### config.mk
export PLATFORM = sky130hd
export DESIGN_NAME = bus_master
export DESIGN_NICKNAME = d
export VERILOG_FILES = /design/src/rtl/bus_master.sv
export SDC_FILE = /design/constraint.sdc
export NUM_CORES = 1
export LEC_CHECK = 0
export ABC_CLOCK_PERIOD_IN_PS = 2300
export CAP_MARGIN = 20
export CORE_MARGIN = 2
export CORE_UTILIZATION = 47
export CTS_BUF_LIST = sky130_fd_sc_hd__clkbuf_8
export CTS_CLUSTER_SIZE = 8
export DETAILED_ROUTE_END_ITERATION = 8
export GPL_TIMING_DRIVEN = 0
export PLACE_DENSITY = 0.82
export REMOVE_ABC_BUFFERS = 1
export SLEW_MARGIN = 10
export SYNTH_ARGS = -nofsm -noshare
export SYNTH_HDL_FRONTEND = slang
export SYNTH_SLANG_ARGS = --single-unit
### constraint.sdc
create_clock -name CLK -period 2.3 [get_ports CLK]
set_input_delay 0.69 -clock CLK [delete_from_list [all_inputs] [get_ports CLK]]
set_output_delay 0.69 -clock CLK [all_outputs]
set_load 0.1 [all_outputs]
### src/rtl/bus_master.sv
// Single-outstanding initiator for the 8-entry register-file bus.
// Takes read/write commands on a valid/ready port and returns read data on a valid/ready response port.
module bus_master #(
    parameter int AW    = 3,
    parameter int DW    = 8,
    parameter int CNT_W = 16
) (
    input  logic             CLK,
    input  logic             RST,
    input  logic             CMD_VALID,
    output logic             CMD_READY,
    input  logic             CMD_WRITE,
    input  logic [AW-1:0]    CMD_ADDR,
    input  logic [DW-1:0]    CMD_WDATA,
    output logic             RSP_VALID,
    input  logic             RSP_READY,
    output logic [DW-1:0]    RSP_DATA,
    output logic [AW-1:0]    BUS_ADDR,
    output logic [DW-1:0]    BUS_DIN,
    input  logic [DW-1:0]    BUS_DOUT,
    output logic             BUS_WEN,
    output logic             BUS_OEN,
    output logic [CNT_W-1:0] WR_CNT,
    output logic [CNT_W-1:0] RD_CNT
);

    typedef enum logic [2:0] {
        IDLE,
        WR,
        RD_ISSUE,
        RD_CAPT,
        RESP
    } state_t;

    state_t             state_q, state_d;
    logic [AW-1:0]      addr_q, addr_d;
    logic [DW-1:0]      din_q, din_d;
    logic               wen_q, wen_d;
    logic               oen_q, oen_d;
    logic               rsp_valid_q, rsp_valid_d;
    logic [DW-1:0]      rsp_data_q, rsp_data_d;
    logic [CNT_W-1:0]   wr_cnt_q, wr_cnt_d;
    logic [CNT_W-1:0]   rd_cnt_q, rd_cnt_d;

    assign CMD_READY = (state_q == IDLE) & ~RST;

    // Strobes are launched on the accept edge so they appear as registered
    // outputs in the cycle that the WR/RD_ISSUE state occupies.
    always_comb begin
        state_d     = state_q;
        addr_d      = addr_q;
        din_d       = din_q;
        wen_d       = 1'b0;
        oen_d       = 1'b0;
        rsp_valid_d = rsp_valid_q;
        rsp_data_d  = rsp_data_q;
        wr_cnt_d    = wr_cnt_q;
        rd_cnt_d    = rd_cnt_q;
        case (state_q)
            IDLE: begin
                if (CMD_VALID && CMD_READY) begin
                    addr_d = CMD_ADDR;
                    if (CMD_WRITE) begin
                        din_d   = CMD_WDATA;
                        wen_d   = 1'b1;
                        state_d = WR;
                    end else begin
                        oen_d   = 1'b1;
                        state_d = RD_ISSUE;
                    end
                end
            end
            WR: begin
                wr_cnt_d = wr_cnt_q + CNT_W'(1);
                state_d  = IDLE;
            end
            RD_ISSUE: begin
                state_d = RD_CAPT;
            end
            RD_CAPT: begin
                rsp_data_d  = BUS_DOUT;
                rsp_valid_d = 1'b1;
                state_d     = RESP;
            end
            RESP: begin
                if (RSP_READY) begin
                    rsp_valid_d = 1'b0;
                    rd_cnt_d    = rd_cnt_q + CNT_W'(1);
                    state_d     = IDLE;
                end
            end
            default: begin
                state_d = IDLE;
            end
        endcase
    end

    always_ff @(posedge CLK or posedge RST) begin
        if (RST) begin
            state_q     <= IDLE;
            addr_q      <= '0;
            din_q       <= '0;
            wen_q       <= 1'b0;
            oen_q       <= 1'b0;
            rsp_valid_q <= 1'b0;
            rsp_data_q  <= '0;
            wr_cnt_q    <= '0;
            rd_cnt_q    <= '0;
        end else begin
            state_q     <= state_d;
            addr_q      <= addr_d;
            din_q       <= din_d;
            wen_q       <= wen_d;
            oen_q       <= oen_d;
            rsp_valid_q <= rsp_valid_d;
            rsp_data_q  <= rsp_data_d;
            wr_cnt_q    <= wr_cnt_d;
            rd_cnt_q    <= rd_cnt_d;
        end
    end

    assign BUS_ADDR  = addr_q;
    assign BUS_DIN   = din_q;
    assign BUS_WEN   = wen_q;
    assign BUS_OEN   = oen_q;
    assign RSP_VALID = rsp_valid_q;
    assign RSP_DATA  = rsp_data_q;
    assign WR_CNT    = wr_cnt_q;
    assign RD_CNT    = rd_cnt_q;

endmodule

### Word-level counts from Yosys, hierarchy flattened

Cells that the tools add are included.

| word-level totals | value |
|---|---|
| flip-flop bits (word level) | 57 |
| input bits | 24 |
| logic and storage cells | 39 |
| output and inout bits | 55 |

| operators by class | value |
|---|---|
| bitwise logic cells | 2 |
| $add $sub $neg | 2 |
| mux-type cells | 12 |
| equality and inequality tests | 6 |
| reductions and logical operators | 8 |

Operators with widths:

| cell | number |
|---|---|
| adder 16 x 1 -> 16 bit (second input constant) | 2 |
| case mux 3 bit (4 select lines) | 1 |
| AND reduction 2 bit | 4 |
| 2-to-1 mux 1 bit | 7 |
| equality test 3 x 2 -> 1 bit (second input constant) | 2 |
| 2-to-1 mux 3 bit | 2 |
| equality test 3 x 1 -> 1 bit (second input constant) | 1 |
| equality test 3 bit (second input constant) | 1 |
| logical NOT 3 bit | 1 |
| AND reduction 3 bit | 1 |
| 2-to-1 mux 2 bit | 1 |
| != test 2 x 1 -> 1 bit (second input constant) | 1 |
| != test 2 bit (second input constant) | 1 |
| case mux 1 bit (2 select lines) | 1 |
| nonzero test 2 bit | 1 |
| bitwise AND 1 bit | 1 |
| logical AND 1 bit | 1 |
| NOT 1 bit | 1 |

### Logic depth before layout (Yosys ltp)

Gate-level depths: netlist (run 1).

| depth | value |
|---|---|
| depth after elaboration | 5 |
| mapped depth | 5 |
| depth with buffers taken out | 4 |

### Least setup slack after synthesis (run 1)

Ideal clock, no wire load.

| timing | value |
|---|---|
| path kind | input to register |
| start | input RST |
| end | register din_q[0], in the netlist BUS_DIN[0] |
| required time | 2.175 ns |
| stages | 4 |
| data arrival time | 3.192 ns |
| setup time | 0.125 ns |
| setup slack | -1.018 ns |
| path buffers | 1 |
| cell sequence | nor4_2 > and3_1 > buf_4 > mux2_2 |

| on the way | value |
|---|---|
| longest elaborated chain between the ends | 4 |

RTL lines:

| what | RTL line | source |
|---|---|---|
| from (decl) | 9 | `input logic RST,` |
| NOT 1 bit | 45 | `assign CMD_READY = (state_q == IDLE) & ~RST;` |
| bitwise AND 1 bit | 45 |  |
| logical AND 1 bit | 61 | `if (CMD_VALID && CMD_READY) begin` |
| AND reduction 3 bit (no source line) | n/a |  |
| to (signal assigned) | 112 | `din_q <= din_d;` |
| to (decl) | 37 | `logic [DW-1:0] din_q, din_d;` |

No other way between the ends.
A chain may end at the register's enable or synchronous reset.

### Worst setup path in the final report (run 1)

| timing | value |
|---|---|
| start | register wr_cnt_q[12], in the netlist WR_CNT[12] |
| end | output WR_CNT[12] |

RTL lines:

| what | RTL line | source |
|---|---|---|
| from (decl) | 42 | `logic [CNT_W-1:0] wr_cnt_q, wr_cnt_d;` |
| from (signal assigned) | 117 | `wr_cnt_q <= wr_cnt_d;` |
| to (decl) | 23 | `output logic [CNT_W-1:0] WR_CNT,` |

No word-level cell between the ends.

==> results of run 1 <==
area by class of cell:
| cell class | count | area share (%) |
|---|---|---|
| Sequential cell | 57 | 43.17 |
| Multi-Input combinational cell | 112 | 26.66 |
| Timing Repair Buffer | 80 | 21.85 |
| Clock buffer | 9 | 3.749 |
| Tap cell | 67 | 2.537 |
| Clock inverter | 6 | 1.590 |
| Inverter | 4 | 0.4544 |
logic make-up after synthesis:
logic type,Yosys count
multiplexers,21
AO/OA/AOI/OAI,3
flip-flops,57
XOR/XNOR,30
AND/OR/NAND/NOR,56
adder cells (fa/ha/maj),2
buffers and inverters,9
final timing paths:
path,cells after the start,endpoint,slack [ns],startpoint
min reg2reg,1,WR_CNT[15]$_DFFE_PP0N_,0.46,WR_CNT[15]$_DFFE_PP0N_
max reg2reg,3,BUS_DIN[4]$_DFFE_PP0P_,0.51,state_q[2]$_DFFE_PP0P_
min,1,WR_CNT[15]$_DFFE_PP0N_,0.46,WR_CNT[15]$_DFFE_PP0N_
min in group asynchronous,2,BUS_DIN[5]$_DFFE_PP0P_,0.51,RST
max,1,WR_CNT[12],0.04,WR_CNT[12]$_DFFE_PP0N_
max in group asynchronous,3,RSP_DATA[6]$_DFFE_PP0P_,1.24,RST
metal layers:
layer,part of all wire [%],vias up
li1,-,789
met1,44,804
met2,49,55
met3,5.6,8
met4,1.6,0
met5,0,-
synthesized netlist by cell type (all sizes together):
library cell and instances:
dfrtp 57, mux2 21, xnor2 21, nand2 13, nand4 9, nor2 9
xor2 9, nand3 8, and3 7, buf 4, inv 4, and4 3
ha 2, nor3 2, o21a 2, clkbuf 1, nand3b 1, nor3b 1
nor4 1, nor4bb 1, o21ai 1, or4b 1
stage by stage:
step	area [um2]	hold WS [ns]
2_1_floorplan	2307	0.5849
3_3_place_gp	3172	0.4643
3_5_place_dp	3203	0.4623
4_1_cts	3356	0.4705
5_1_grt	3304	0.4912
6_report	3304	0.4642
registers in the layout, summed over array words and instances (netlist names):
register and cells:
BUS_ADDR 3, BUS_DIN 8, BUS_OEN 1, BUS_WEN 1, RD_CNT 16, RSP_DATA 8, RSP_VALID 1, WR_CNT 16
state_q 3
what timing repair did:
| item | 4_1_cts | 5_1_grt |
|---|---|---|
| pin swaps | 0 | 1 |
| setup endpoints to repair | 55 | 18 |
| resized for setup | 90 | 18 |
| buffers inserted | 0 | 0 |
| hold buffers | 0 | 0 |
==> impl_metrics.xml, run 1 <==
<?xml version="1.0" encoding="UTF-8"?>
<metrics>
  <group name="placement">
    <metric name="io_buffers" unit="">78</metric>
    <metric name="gp_congestion" unit="">0.8041</metric>
    <metric name="place_ws" unit="ns">-0.9800</metric>
    <metric name="place.detailed.instances" unit="">320</metric>
    <metric name="dp_hpwl" unit="um">3132</metric>
  </group>
  <group name="synth">
    <metric name="synth_top_area_share" unit="%">61.13</metric>
    <metric name="synth-adder-area-share" unit="%">1.072</metric>
    <metric name="library_cell_occupying_the_most_area_in_the_post_synthesis_netlist" unit="">dfrtp_1</metric>
    <metric name="synth_top_family_by_area" unit="">simple AND/OR/NAND/NOR gates</metric>
    <metric name="syn_avg_cell_area" unit="um2">13.11</metric>
    <metric name="netlist-cell-type-count" unit="">25</metric>
    <metric name="ys_seq_area_share" unit="%">61.13</metric>
    <metric name="yosysWarningCount" unit="">0</metric>
    <metric name="area_fraction_in_compound_gates_after_synthesis" unit="%">0.8579</metric>
    <metric name="synthMuxAreaShare" unit="%">10.13</metric>
    <metric name="yosys.area_share.simple" unit="%">13.78</metric>
    <metric name="synthCells" unit="">178</metric>
    <metric name="synth.ff_latch_count" unit="">57</metric>
    <metric name="syn-cell-area" unit="um2">2333</metric>
    <metric name="synth_xor_xnor_area_share" unit="%">11.26</metric>
    <metric name="synthTopCellsByArea" unit="">dfrtp_1, mux2_2, xnor2_1</metric>
  </group>
  <group name="worst_setup_path">
    <metric name="critical_path_peak_fanout" unit="">4</metric>
    <metric name="timing.critical_path.buf_inv" unit="">1</metric>
    <metric name="cp_data_required_time" unit="ns">1.61</metric>
    <metric name="timing.critical_path.slowest_cell_delay" unit="ns">0.84</metric>
    <metric name="cp_slowest_cell" unit="">clkdlybuf4s15_1</metric>
    <metric name="timing.critical_path.arrival" unit="ns">1.57</metric>
    <metric name="worstSetupStartpointType" unit="">flip-flop</metric>
    <metric name="worst_path_dominant_cell_family" unit="">buffers and inverters</metric>
    <metric name="critPathCaptureType" unit="">output port</metric>
    <metric name="crit_chain" unit="">clkdlybuf4s15_1</metric>
    <metric name="worst-setup-path-type" unit="">flip-flop to output port</metric>
  </group>
  <group name="sta">
    <metric name="slew-limit-headroom" unit="%">35.52</metric>
    <metric name="max_freq" unit="MHz">442.0</metric>
    <metric name="timing.clock.skew" unit="ns">0.006767</metric>
    <metric name="timing.final.hold_violations" unit="">0</metric>
    <metric name="rsz0062_at_grt" unit="">no</metric>
    <metric name="totalNegativeSetupSlack" unit="ns">0</metric>
    <metric name="finalWorstSetupSlack" unit="ns">0.03732</metric>
    <metric name="timing.final.setup_violations" unit="">0</metric>
    <metric name="min_period" unit="ns">2.263</metric>
    <metric name="layout_worst_path_cycle_share" unit="%">98.38</metric>
    <metric name="slew_at_the_pin_closest_to_its_max_slew_limit" unit="ns">0.9710</metric>
    <metric name="timing.final.max_slew_violations" unit="">0</metric>
  </group>
  <group name="clocking">
    <metric name="cts-buffers-inserted" unit="">9</metric>
    <metric name="cts_tree" unit="">built</metric>
    <metric name="ctsHtreeMaxLevel" unit="">3</metric>
    <metric name="cts_buffer_depth" unit="">2</metric>
    <metric name="insertion_delay" unit="ns">0.32</metric>
    <metric name="cts_root_buffer" unit="">clkbuf_8</metric>
    <metric name="clk_transition_reported_paths" unit="ns">0.06</metric>
    <metric name="clkSinkCount" unit="">57</metric>
  </group>
  <group name="final_layout">
    <metric name="area_delta_synth_final" unit="%">41.61</metric>
    <metric name="fin_util" unit="%">69.50</metric>
    <metric name="final_layout_size_suffix_gt1_share" unit="%">23.51</metric>
    <metric name="leading_cell_type_in_the_layout_fill_and_taps_excluded" unit="">dfrtp_1</metric>
    <metric name="layout_common_cells" unit="">dfrtp_1, dlygate4sd2_1, clkdlybuf4s50_1</metric>
    <metric name="multi_input_area" unit="um2">880.8</metric>
    <metric name="num_antenna_cells" unit="">0</metric>
    <metric name="num-nets-final" unit="">290</metric>
    <metric name="final-seq-area" unit="um2">1426</metric>
    <metric name="filler_cell_count" unit="">383</metric>
    <metric name="post_layout_nonfiller_instances" unit="">335</metric>
  </group>
  <group name="global_route">
    <metric name="grt_pass1_wl" unit="um">6996</metric>
    <metric name="grt.busiest_layer" unit="">met2</metric>
    <metric name="met1_usage" unit="%">21.26</metric>
    <metric name="global_route.usage.met2" unit="%">26.45</metric>
    <metric name="gr-total-overflow" unit="">0</metric>
    <metric name="antenna_found_initial" unit="">0</metric>
    <metric name="maximum_number_of_pins_on_one_net_before_global_route_repair" unit="">30</metric>
    <metric name="first_global_vias" unit="">1553</metric>
    <metric name="grtUsageMet3" unit="%">5.149</metric>
    <metric name="grtUsageTotal" unit="%">17.02</metric>
  </group>
  <group name="floorplan">
    <metric name="die-area" unit="um2">5544</metric>
    <metric name="core_area" unit="um2">4755</metric>
    <metric name="initial_core_util" unit="%">49.08</metric>
    <metric name="boundaryPins" unit="">79</metric>
    <metric name="die-height" unit="um">74.46</metric>
    <metric name="dieWidth" unit="um">74.46</metric>
    <metric name="rows" unit="">25</metric>
  </group>
  <group name="run_status">
    <metric name="outcome" unit="">complete, no violations</metric>
  </group>
  <group name="detailed_routing">
    <metric name="drc" unit="">0</metric>
    <metric name="num_vias" unit="">1656</metric>
    <metric name="vias_per_cell" unit="">4.943</metric>
    <metric name="remaining_number_of_nets_flagged_by_the_antenna_check_after_routing" unit="">0</metric>
    <metric name="routed_wire_length_per_instance" unit="um">12.95</metric>
    <metric name="detail_route.wirelength" unit="um">4337</metric>
    <metric name="drt_pass1_iterations" unit="">4</metric>
    <metric name="detail_route.iter0.violations" unit="">55</metric>
  </group>
  <group name="run">
    <metric name="maxCapViolCount" unit="">0</metric>
  </group>
  <group name="worst_hold_path">
    <metric name="hold_path_class" unit="">flip-flop to flip-flop</metric>
  </group>
</metrics>
Power of run 1 is left out: the tool's default activity adds up to more than one toggle a clock period on the data nets, which glitch-free logic cannot reach.
==> run 2, diff against run 1 <==
- ABC_CLOCK_PERIOD_IN_PS: 2300 -> 2800
- CORE_UTILIZATION: 47 -> 50
- PLACE_DENSITY: 0.82 -> 0.87
- clock period: 2.3 -> 2.8 ns (I/O delays scaled with it)
==> run 2 against run 1 <==
Core utilization is 7.0 points higher. Via count is 2.7% higher. Flip-flop and latch count unchanged. Critical path depth unchanged. Clock skew decreased by 0.0015 ns. Sequential share of layout area decreased by 0.91 points. Routed wire length rose by 9.7%. Die area down 5.7%. Design area grew 2.2%.
==> impl_metrics.xml, run 2 (synthesis results as in run 1) <==
<?xml version="1.0" encoding="UTF-8"?>
<metrics>
  <group name="sta">
    <metric name="min_period" unit="ns">2.750</metric>
    <metric name="timing.final.max_slew_violations" unit="">0</metric>
    <metric name="max_freq" unit="MHz">363.7</metric>
    <metric name="layout_worst_path_cycle_share" unit="%">98.21</metric>
    <metric name="slew_at_the_pin_closest_to_its_max_slew_limit" unit="ns">0.9946</metric>
    <metric name="slew-limit-headroom" unit="%">33.48</metric>
    <metric name="rsz0062_at_grt" unit="">no</metric>
    <metric name="timing.final.setup_violations" unit="">0</metric>
    <metric name="totalNegativeSetupSlack" unit="ns">0</metric>
    <metric name="timing.final.hold_violations" unit="">0</metric>
    <metric name="timing.clock.skew" unit="ns">0.005308</metric>
  </group>
  <group name="clocking">
    <metric name="cts_buffer_depth" unit="">2</metric>
    <metric name="post_cts_buffers" unit="">0</metric>
    <metric name="clkSinkCount" unit="">57</metric>
    <metric name="clk_transition_reported_paths" unit="ns">0.06</metric>
    <metric name="cts_root_buffer" unit="">clkbuf_8</metric>
    <metric name="insertion_delay" unit="ns">0.33</metric>
    <metric name="cts-buffers-inserted" unit="">9</metric>
    <metric name="cts_tree" unit="">built</metric>
    <metric name="ctsHtreeMaxLevel" unit="">3</metric>
  </group>
  <group name="final_layout">
    <metric name="num-nets-final" unit="">289</metric>
    <metric name="area_delta_synth_final" unit="%">44.66</metric>
    <metric name="post-route-cell-area" unit="um2">3376</metric>
    <metric name="fin_util" unit="%">76.47</metric>
    <metric name="leading_cell_type_in_the_layout_fill_and_taps_excluded" unit="">clkdlybuf4s50_1</metric>
    <metric name="final_layout_size_suffix_gt1_share" unit="%">16.42</metric>
    <metric name="layout_common_cells" unit="">clkdlybuf4s50_1, dfrtp_1, mux2_2, xnor2_1, nand2_1</metric>
    <metric name="filler_cell_count" unit="">299</metric>
    <metric name="num_antenna_cells" unit="">0</metric>
  </group>
  <group name="detailed_routing">
    <metric name="vias_per_cell" unit="">5.316</metric>
    <metric name="drt_pass1_iterations" unit="">4</metric>
    <metric name="num_vias" unit="">1701</metric>
    <metric name="drc" unit="">0</metric>
    <metric name="routed_wire_length_per_instance" unit="um">14.87</metric>
    <metric name="detail_route.iter0.violations" unit="">65</metric>
    <metric name="detail_route.wirelength" unit="um">4759</metric>
    <metric name="remaining_number_of_nets_flagged_by_the_antenna_check_after_routing" unit="">0</metric>
  </group>
  <group name="floorplan">
    <metric name="boundaryPins" unit="">79</metric>
    <metric name="die-height" unit="um">72.32</metric>
    <metric name="dieWidth" unit="um">72.32</metric>
    <metric name="rows" unit="">24</metric>
    <metric name="die-area" unit="um2">5229</metric>
    <metric name="core_area" unit="um2">4414</metric>
    <metric name="initial_core_util" unit="%">52.86</metric>
  </group>
  <group name="worst_setup_path">
    <metric name="timing.critical_path.slowest_cell_delay" unit="ns">1.16</metric>
    <metric name="critPathCaptureType" unit="">output port</metric>
    <metric name="worst_path_dominant_cell_family" unit="">buffers and inverters</metric>
    <metric name="worst-setup-path-type" unit="">flip-flop to output port</metric>
    <metric name="worstSetupStartpointType" unit="">flip-flop</metric>
    <metric name="cp_slowest_cell" unit="">clkdlybuf4s50_1</metric>
    <metric name="critical_path_peak_fanout" unit="">5</metric>
    <metric name="cp_data_required_time" unit="ns">1.96</metric>
    <metric name="timing.critical_path.arrival" unit="ns">1.91</metric>
    <metric name="timing.critical_path.buf_inv" unit="">1</metric>
    <metric name="crit_chain" unit="">clkdlybuf4s50_1</metric>
  </group>
  <group name="run">
    <metric name="maxCapViolCount" unit="">0</metric>
  </group>
  <group name="worst_hold_path">
    <metric name="hold_path_class" unit="">flip-flop to flip-flop</metric>
  </group>
  <group name="placement">
    <metric name="gp_congestion" unit="">0.7346</metric>
    <metric name="placement.cell_area" unit="um2">3179</metric>
    <metric name="dp_hpwl" unit="um">3388</metric>
    <metric name="io_buffers" unit="">78</metric>
  </group>
  <group name="global_route">
    <metric name="maximum_number_of_pins_on_one_net_before_global_route_repair" unit="">36</metric>
    <metric name="grtUsageTotal" unit="%">19.92</metric>
    <metric name="grt_pass1_wl" unit="um">7810</metric>
    <metric name="antenna_found_initial" unit="">0</metric>
    <metric name="first_global_vias" unit="">1774</metric>
    <metric name="gr-total-overflow" unit="">0</metric>
  </group>
  <group name="run_status">
    <metric name="outcome" unit="">complete, no violations</metric>
  </group>
</metrics>
-- run 2: cell types whose count changed in the layout (fill, tap and decap cells not counted) --
| cell | change |
|---|---|
| bufinv_16 | -1 |
| nor4_4 | -1 |
| dlygate4sd2_1 | -28 |
| clkdlybuf4s15_1 | -6 |
| nor4_2 | +1 |
| clkdlybuf4s15_2 | -7 |
| dlymetal6s2s_1 | +8 |
| clkbuf_2 | -12 |
| clkdlybuf4s50_1 | +45 |
| buf_2 | -1 |
| clkbuf_8 | +2 |
-- run 2: worst paths after layout --
check                                        from                      end  slack (ns)  cells after the start
max reg2reg                state_q[0]$_DFFE_PP0P_   RD_CNT[15]$_DFFE_PP0P_        0.74                      4
max in group asynchronous                     RST  RSP_DATA[0]$_DFFE_PP0P_        1.34                      3
max                         WR_CNT[3]$_DFFE_PP0N_                WR_CNT[3]        0.05                      1
min reg2reg                WR_CNT[15]$_DFFE_PP0N_   WR_CNT[15]$_DFFE_PP0N_        0.47                      1
min                        WR_CNT[15]$_DFFE_PP0N_   WR_CNT[15]$_DFFE_PP0N_        0.47                      1
min in group asynchronous                     RST  RSP_DATA[4]$_DFFE_PP0P_        0.91                      2
-- run 2: routing by layer --
metal	track usage (%)	share of wire (%)
met1	23.34	42
met2	32.42	49
met3	5.833	6.3
met4	11.95	2.5
met5	0	0
-- run 2: per-stage QoR --
stage / hold WS, ns / std cells / setup WS, ns
floorplan: 0.5849 / 173 / -0.7643
detailed placement: 0.4579 / 304 / -0.7638
global placement: 0.4561 / 303 / -0.7498
CTS: 0.4701 / 320 / 0.00005107
finish: 0.4680 / 320 / 0.05019
global route: 0.4723 / 320 / 0.005033
-- run 2: layout make-up --
class	instances	area, um2	area share, %
clock buffers	11	151.4	4.485
well taps	52	65.06	1.927
clock inverters	5	22.52	0.6672
flip-flops and latches	57	1426	42.25
multi-input cells	112	872.1	25.83
repair buffers	79	823.3	24.39
inverters	4	15.01	0.4448
-- run 2: what timing repair did --
action,CTS,global route
endpoints found under the setup margin,2,10
gates resized for setup,8,10
hold buffers,0,0
Power of run 2 is left out for the same reason.
==> run 3, diff against run 2 <==
- SKIP_CTS_REPAIR_TIMING: default -> 1
==> run 3 against run 2 <==
Die area did not move. Via count did not move. Maximum frequency did not move. Count of clock-buffer cells in the layout did not move. Global-route usage barely moved. First-iteration DRC count did not move. Sequential share of layout area barely moved. Core utilization rose by 0.085 points. Routed wire length barely moved. Critical endpoint unchanged. Critical path depth did not move. Clock skew did not move.
==> impl_metrics.xml, run 3 (synthesis results as in run 1) <==
<?xml version="1.0" encoding="UTF-8"?>
<metrics>
  <group name="worst_setup_path">
    <metric name="worstSetupStartpointType" unit="">flip-flop</metric>
    <metric name="rr_worst_depth" unit="">4</metric>
    <metric name="critical_path_peak_fanout" unit="">5</metric>
    <metric name="crit_chain" unit="">clkdlybuf4s50_1</metric>
    <metric name="cp_data_required_time" unit="ns">1.96</metric>
    <metric name="critPathCaptureType" unit="">output port</metric>
    <metric name="timing.critical_path.slowest_cell_delay" unit="ns">1.16</metric>
    <metric name="timing.critical_path.buf_inv" unit="">1</metric>
    <metric name="cp_slowest_cell" unit="">clkdlybuf4s50_1</metric>
    <metric name="worst-setup-path-type" unit="">flip-flop to output port</metric>
    <metric name="critical_path_depth" unit="">1</metric>
    <metric name="worst_path_dominant_cell_family" unit="">buffers and inverters</metric>
    <metric name="timing.critical_path.arrival" unit="ns">1.91</metric>
  </group>
  <group name="detailed_routing">
    <metric name="vias_per_cell" unit="">5.316</metric>
    <metric name="drt_pass1_iterations" unit="">4</metric>
    <metric name="num_vias" unit="">1701</metric>
    <metric name="drc" unit="">0</metric>
    <metric name="detail_route.iter0.violations" unit="">65</metric>
    <metric name="detail_route.wirelength" unit="um">4761</metric>
    <metric name="routed_wire_length_per_instance" unit="um">14.88</metric>
    <metric name="remaining_number_of_nets_flagged_by_the_antenna_check_after_routing" unit="">0</metric>
  </group>
  <group name="clocking">
    <metric name="clk_transition_reported_paths" unit="ns">0.06</metric>
    <metric name="ctsHtreeMaxLevel" unit="">3</metric>
    <metric name="cts-buffers-inserted" unit="">9</metric>
    <metric name="cts_root_buffer" unit="">clkbuf_8</metric>
    <metric name="cts_buffer_depth" unit="">2</metric>
    <metric name="clkSinkCount" unit="">57</metric>
    <metric name="cts_tree" unit="">built</metric>
    <metric name="insertion_delay" unit="ns">0.33</metric>
  </group>
  <group name="worst_hold_path">
    <metric name="min_delay_path_depth" unit="">1</metric>
    <metric name="hold_path_class" unit="">flip-flop to flip-flop</metric>
  </group>
  <group name="floorplan">
    <metric name="boundaryPins" unit="">79</metric>
    <metric name="dieWidth" unit="um">72.32</metric>
    <metric name="initial_core_util" unit="%">52.86</metric>
    <metric name="die-height" unit="um">72.32</metric>
    <metric name="die-area" unit="um2">5229</metric>
    <metric name="core_area" unit="um2">4414</metric>
    <metric name="rows" unit="">24</metric>
  </group>
  <group name="sta">
    <metric name="timing.final.hold_violations" unit="">0</metric>
    <metric name="totalNegativeSetupSlack" unit="ns">0</metric>
    <metric name="max_freq" unit="MHz">363.7</metric>
    <metric name="timing.final.setup_violations" unit="">0</metric>
    <metric name="slew_at_the_pin_closest_to_its_max_slew_limit" unit="ns">0.9946</metric>
    <metric name="slew-limit-headroom" unit="%">33.48</metric>
    <metric name="timing.clock.skew" unit="ns">0.005308</metric>
    <metric name="timing.final.max_slew_violations" unit="">0</metric>
    <metric name="layout_worst_path_cycle_share" unit="%">98.21</metric>
    <metric name="fin_worst_hold_slack" unit="ns">0.4680</metric>
    <metric name="rsz0062_at_grt" unit="">no</metric>
    <metric name="min_period" unit="ns">2.750</metric>
  </group>
  <group name="placement">
    <metric name="gp_congestion" unit="">0.7346</metric>
    <metric name="dp_hpwl" unit="um">3388</metric>
    <metric name="io_buffers" unit="">78</metric>
    <metric name="placement.cell_area" unit="um2">3179</metric>
  </group>
  <group name="final_layout">
    <metric name="layout_common_cells" unit="">clkdlybuf4s50_1, dfrtp_1, mux2_2, xnor2_1, nand2_1</metric>
    <metric name="post-route-cell-area" unit="um2">3379</metric>
    <metric name="num-nets-final" unit="">289</metric>
    <metric name="final_layout_size_suffix_gt1_share" unit="%">16.42</metric>
    <metric name="leading_cell_type_in_the_layout_fill_and_taps_excluded" unit="">clkdlybuf4s50_1</metric>
    <metric name="filler_cell_count" unit="">297</metric>
    <metric name="num_antenna_cells" unit="">0</metric>
    <metric name="area_delta_synth_final" unit="%">44.83</metric>
  </group>
  <group name="global_route">
    <metric name="antenna_found_initial" unit="">0</metric>
    <metric name="grtUsageTotal" unit="%">19.95</metric>
    <metric name="first_global_vias" unit="">1774</metric>
    <metric name="grt_pass1_wl" unit="um">7817</metric>
    <metric name="maximum_number_of_pins_on_one_net_before_global_route_repair" unit="">36</metric>
    <metric name="gr-total-overflow" unit="">0</metric>
  </group>
  <group name="run_status">
    <metric name="outcome" unit="">complete, no violations</metric>
  </group>
  <group name="run">
    <metric name="maxCapViolCount" unit="">0</metric>
  </group>
</metrics>
[run 3: changes by cell type in the layout (fill, tap and decap cells not counted), sizes merged]
cell,change
dlymetal6s2s,+1
dlygate4sd2,-1
[run 3: area by class of cell]
cell class | instances | area (um2) | share of cell area (%)
sequential | 57 | 1426 | 42.21
multi-input combinational | 112 | 872.1 | 25.81
timing repair buffer | 79 | 827.0 | 24.47
clock buffer | 11 | 151.4 | 4.480
tap | 52 | 65.06 | 1.925
clock inverter | 5 | 22.52 | 0.6664
inverter | 4 | 15.01 | 0.4443
[run 3: final timing paths]
check | start | endpoint | slack [ns]
worst max-delay path | WR_CNT[3]$_DFFE_PP0N_ | WR_CNT[3] | 0.05
worst min-delay path | WR_CNT[15]$_DFFE_PP0N_ | WR_CNT[15]$_DFFE_PP0N_ | 0.47
worst max register to register | state_q[0]$_DFFE_PP0P_ | RD_CNT[15]$_DFFE_PP0P_ | 0.74
worst min register to register | WR_CNT[15]$_DFFE_PP0N_ | WR_CNT[15]$_DFFE_PP0N_ | 0.47
max in group asynchronous | RST | RSP_DATA[0]$_DFFE_PP0P_ | 1.34
min in group asynchronous | RST | RSP_DATA[4]$_DFFE_PP0P_ | 0.91
[run 3: stage by stage]
step | std cells | util, % | setup slack [ns]
after global placement | 303 | 71.43 | -0.7498
after CTS | 320 | 75.96 | -0.7776
after floorplan | 173 | - | -0.7643
after detailed placement | 304 | 72.02 | -0.7638
after global routing | 320 | 76.56 | 0.005033
final | 320 | 76.56 | 0.05019
[run 3: per-layer routing]
layer  wire, um  track usage, %
met3        302           6.111
met4        121           11.95
met2       2327           32.42
met1       2009           23.24
met5          0               0
Power of run 3 is left out for the same reason.
